<file path="src/rtl/predicate_predictor_array.sv">
// Bank of saturating-counter predicate predictors with multi-port training,
// per-predicate speculation tracking and registered mispredict pulses.
module predicate_predictor_array #(
  parameter int NUM_PREDICATES  = 8,
  parameter int COUNTER_WIDTH   = 2,
  parameter int NUM_WRITE_PORTS = 2,
  parameter int DI_WIDTH        = 4
) (
  input  logic                                  clock,
  input  logic                                  reset,
  input  logic                                  enable,
  input  logic                                  flush,
  input  logic [NUM_WRITE_PORTS-1:0]            write_valid,
  input  logic [NUM_WRITE_PORTS*DI_WIDTH-1:0]   write_di,
  input  logic [NUM_WRITE_PORTS-1:0]            write_value,
  input  logic                                  spec_valid,
  input  logic [$clog2(NUM_PREDICATES)-1:0]     spec_index,
  output logic [NUM_PREDICATES-1:0]             predictions,
  output logic [NUM_PREDICATES-1:0]             confident,
  output logic [NUM_PREDICATES-1:0]             pending,
  output logic [NUM_PREDICATES-1:0]             mispredict
);

  localparam int IDX_W = $clog2(NUM_PREDICATES);
  localparam logic [COUNTER_WIDTH-1:0] CNT_MAX  = '1;
  // Weakly-false start point: 2^(W-1)-1, which is 0 when W==1.
  localparam logic [COUNTER_WIDTH-1:0] CNT_INIT = CNT_MAX >> 1;

  logic [COUNTER_WIDTH-1:0] counter_reg  [NUM_PREDICATES];
  logic [COUNTER_WIDTH-1:0] counter_next [NUM_PREDICATES];
  logic [NUM_PREDICATES-1:0] pending_reg, pending_next;
  logic [NUM_PREDICATES-1:0] captured_reg, captured_next;
  logic [NUM_PREDICATES-1:0] mispredict_reg;
  logic [NUM_PREDICATES-1:0] hit, hit_value, resolving;

  genvar gi;
  generate
    for (gi = 0; gi < NUM_PREDICATES; gi++) begin : g_pred
      logic                     win_hit;
      logic                     win_value;
      logic [COUNTER_WIDTH-1:0] cnt;

      assign cnt = counter_reg[gi];

      // Scan ports high to low so the lowest-numbered matching port wins.
      always_comb begin
        win_hit   = 1'b0;
        win_value = 1'b0;
        for (int p = NUM_WRITE_PORTS - 1; p >= 0; p--) begin
          if (write_valid[p] && (write_di[p*DI_WIDTH +: IDX_W] == IDX_W'(gi))) begin
            win_hit   = 1'b1;
            win_value = write_value[p];
          end
        end
      end

      assign hit[gi]       = win_hit;
      assign hit_value[gi] = win_value;
      assign resolving[gi] = win_hit && pending_reg[gi];

      always_comb begin
        counter_next[gi] = cnt;
        if (win_hit) begin
          if (win_value) begin
            if (cnt != CNT_MAX) counter_next[gi] = cnt + COUNTER_WIDTH'(1);
          end else begin
            if (cnt != '0) counter_next[gi] = cnt - COUNTER_WIDTH'(1);
          end
        end
      end

      // A resolving write frees the slot before a same-cycle speculation claims it.
      always_comb begin
        pending_next[gi]  = pending_reg[gi] && !win_hit;
        captured_next[gi] = captured_reg[gi];
        if (flush) begin
          pending_next[gi] = 1'b0;
        end else if (spec_valid && (spec_index == IDX_W'(gi)) && !pending_next[gi]) begin
          pending_next[gi]  = 1'b1;
          captured_next[gi] = cnt[COUNTER_WIDTH-1];
        end
      end

      assign predictions[gi] = cnt[COUNTER_WIDTH-1];
      assign confident[gi]   = (cnt == '0) || (cnt == CNT_MAX);
    end
  endgenerate

  always_ff @(posedge clock) begin
    if (!reset) begin
      for (int i = 0; i < NUM_PREDICATES; i++) counter_reg[i] <= CNT_INIT;
      pending_reg    <= '0;
      captured_reg   <= '0;
      mispredict_reg <= '0;
    end else if (!enable) begin
      mispredict_reg <= '0;
    end else begin
      for (int i = 0; i < NUM_PREDICATES; i++) counter_reg[i] <= counter_next[i];
      pending_reg    <= pending_next;
      captured_reg   <= captured_next;
      mispredict_reg <= flush ? '0 : (resolving & (hit_value ^ captured_reg));
    end
  end

  assign pending    = pending_reg;
  assign mispredict = mispredict_reg;

endmodule
</file>
<file path="config.mk">
export PLATFORM = sky130hd
export DESIGN_NAME = predicate_predictor_array
export DESIGN_NICKNAME = d
export VERILOG_FILES = /design/src/rtl/predicate_predictor_array.sv
export SDC_FILE = /design/constraint.sdc
export NUM_CORES = 1
export LEC_CHECK = 0
export CORE_ASPECT_RATIO = 2
export CORE_MARGIN = 3
export CORE_UTILIZATION = 25
export DETAILED_ROUTE_END_ITERATION = 16
export GPL_ROUTABILITY_DRIVEN = 0
export SLEW_MARGIN = 20
export SYNTH_ARGS = -nofsm -noshare
export SYNTH_HDL_FRONTEND = slang
export SYNTH_SLANG_ARGS = --single-unit
export TNS_END_PERCENT = 20
</file>
<file path="constraint.sdc">
create_clock -name clock -period 2.7 [get_ports clock]
set_input_delay 0.405 -clock clock [delete_from_list [all_inputs] [get_ports clock]]
set_output_delay 0.405 -clock clock [all_outputs]
set_load 0.05 [all_outputs]
</file>
==> reports/results.tsv <==
metric	value	unit
outcome	complete, no violations	
cts_root_buffer	clkbuf_16	
fin_setup_tns	0	ns
rsz0062_at_grt	no	
reg2reg_from	counter_reg[1][7]	
comb_power_share	0.205	
dieWidth	79.5	um
crit_end	confident[4]	
p_leak	1.41	nW
powerDensity	490	nW/um^2
grt_pass1_wl	12800	um
cts_resized	0	
syn_nets	354	
skew	0.00406	ns
row_count	53	
synthesis.area	2700	sq um
synth_cells	318	
reg2reg_to	counter_reg[1][7]	
drive_gt1_frac	0.0652	
wl_per_cell	15.8	um
clock_path_buffers	2	
wl	7970	um
cts.clk_slew.worst_paths	0.06	ns
place_area	3350	sq um
setup_violations	0	
cts_buffers	5	
maxCapViolCount	0	
ir_drop	0.233	mV
worst_ep_arrival_time	1.96	ns
initial_core_util	0.256	
synthArstFlopShare	0	
reg2reg_depth	3	
worst_pin_slew	0.510	ns
slew_viol_final	0	
grt_overflow	0	
grt_max_degree	15	
grtUsageTotal	0.136	
stdcell_area	3510	sq um
fp.dieH	153	um
synth_warnings	0	
drt_iter0_drc	206	
cts_tree	built	
avgSynthCellArea	8.49	sq um
internal_power	1.22	mW
drtAntennaViolNets	0	
viasPerCell	4.93	
synth_seq_area_share	0.356	
portBuffers	49	
critPathLaunch	counter_reg[1][1]	
hold_violations	0	
synth.distinct_cells	48	
antenna_found_initial	0	
pin_count	52	
seqPwrFrac	0.393	
max_freq	423	MHz
crit_required	2.30	ns
htreeDepth	2	
core_area	10500	sq um
total_power	1.72	mW
p_clk_frac	0.403	
post-cts-setup-buffers	0	
period_needed	2.37	ns
fin_crit_sh	0.876	
worstSetupEndpointType	output pin	
insertedDiodeCount	0	
grt_pass1_vias	2559	
drtPass1Iterations	7	
hold_class	reg2reg	
dpl.hpwl	6250	um
syn_to_final_growth	30.0	%
crit_type	reg2out	
insertion_delay	0.29	ns
crit_path_start_kind	flop	
relSlewSlack	0.659	
p_switching	501	uW
largest_reg_flops	16	
switching_share	0.291	
dieArea	12200	sq um
fin_nets	403	
reg2reg_slack	1.16	ns
ys_ff_latch	40	
synth_ff_type	dfxtp_1	
vias	2489	
synth_edf_count	16	
cts_hold_buf	0	
critical_path.max_fanout	5	
drc	0	
clock_sinks	40	
==> worst max-delay path, cell delays in order (launching register included) <==
cell,delay [ns]
edfxtp_1,0.45
inv_1,0.07
ha_1,0.29
inv_1,0.06
clkdlybuf4s50_1,0.80
==> cell type report <==
class,instances,area (sq um)
well taps,137,171
repair buffers,62,588
clock inverters,2,35.0
clock buffers,6,129
fillers,1082,7030
multi-input cells,226,1510
flip-flops and latches,40,961
inverters,32,120
==> per-layer routing <==
metal	track usage	vias up	share of wire
met5	0	-	0
met4	0.0623	0	0.030
met3	0.0259	17	0.037
met2	0.261	55	0.56
met1	0.133	1190	0.37
li1	-	1227	-
==> through the flow <==
step           hold slack, ns  std cells  worst slack (ns)   util
4_1_cts                 0.483        505             0.303  0.333
2_1_floorplan           0.444        318             0.694      -
6_report                0.480        505             0.335  0.333
5_1_grt                 0.512        505             0.224  0.333
3_5_place_dp            0.472        497            0.0509  0.317
3_3_place_gp            0.459        497             0.128  0.317
==> power by group through the flow <==
stage / clock network, mW / registers (mW) / logic, mW
2_1_floorplan: 0 / 0.687 / 0.225
3_3_place_gp: 0 / 0.687 / 0.347
3_5_place_dp: 0 / 0.689 / 0.352
4_1_cts: 0.701 / 0.675 / 0.354
5_1_grt: 0.717 / 0.679 / 0.378
6_report: 0.692 / 0.675 / 0.351
==> cell usage after synthesis (3+ instances only) <==
cell / count / area share
a21o_1: 5 / 0.014
o21ai_1: 4 / 0.0074
nand2_1: 40 / 0.056
nor3_1: 12 / 0.022
a21boi_0: 9 / 0.025
o21ai_0: 6 / 0.011
ha_1: 16 / 0.074
mux2i_1: 7 / 0.026
buf_4: 8 / 0.022
nand4_1: 4 / 0.0093
a31oi_1: 3 / 0.0070
a21oi_1: 20 / 0.037
clkbuf_1: 5 / 0.0070
nand2b_1: 3 / 0.0070
buf_2: 5 / 0.0093
xor2_1: 8 / 0.026
a311o_1: 4 / 0.015
inv_1: 32 / 0.045
or3_1: 7 / 0.016
nor2_1: 10 / 0.014
edfxtp_1: 16 / 0.18
nor3b_1: 6 / 0.017
dfxtp_1: 24 / 0.18
and3_1: 7 / 0.016
a211oi_1: 5 / 0.014
nand3_1: 16 / 0.030
o2bb2ai_1: 3 / 0.0097
==> kinds of logic (layout without fill, tap and decap cells) <==
family                     Yosys count  in the layout  synth area share
AOI/OAI and AO/OA                   72             72             0.183
xor gates and xnor gates             8              8            0.0260
adders and majority gates           16             16            0.0742
buffers and inverters               52            102            0.0862
DFF                                 40             40             0.356
muxes                                7              7            0.0260
and+or+nand+nor                    123            123             0.248
==> how the worst min path moves through the flow <==
stage	start	endpoint	slack, ns	depth (start not counted)
after CTS	captured_reg[1]	captured_reg[1]	0.48	2
after global placement	captured_reg[1]	captured_reg[1]	0.46	2
after global routing	captured_reg[4]	captured_reg[4]	0.51	2
after detailed placement	captured_reg[1]	captured_reg[1]	0.47	2
after floorplan	captured_reg[7]	captured_reg[7]	0.44	2
final	captured_reg[1]	captured_reg[1]	0.48	2
==> cell usage in the layout, fill, tap and decap left out, types with 7 or more instances in the layout <==
cell type,n
nor2_1,10
buf_4,13
nand2_1,40
inv_1,32
ha_1,16
nand3_1,16
xor2_1,8
dfxtp_1,24
and3_1,7
mux2i_1,7
clkdlybuf4s50_1,49
a21oi_1,20
or3_1,7
edfxtp_1,16
nor3_1,12
a21boi_0,9
(Power assumes the default switching activity.)
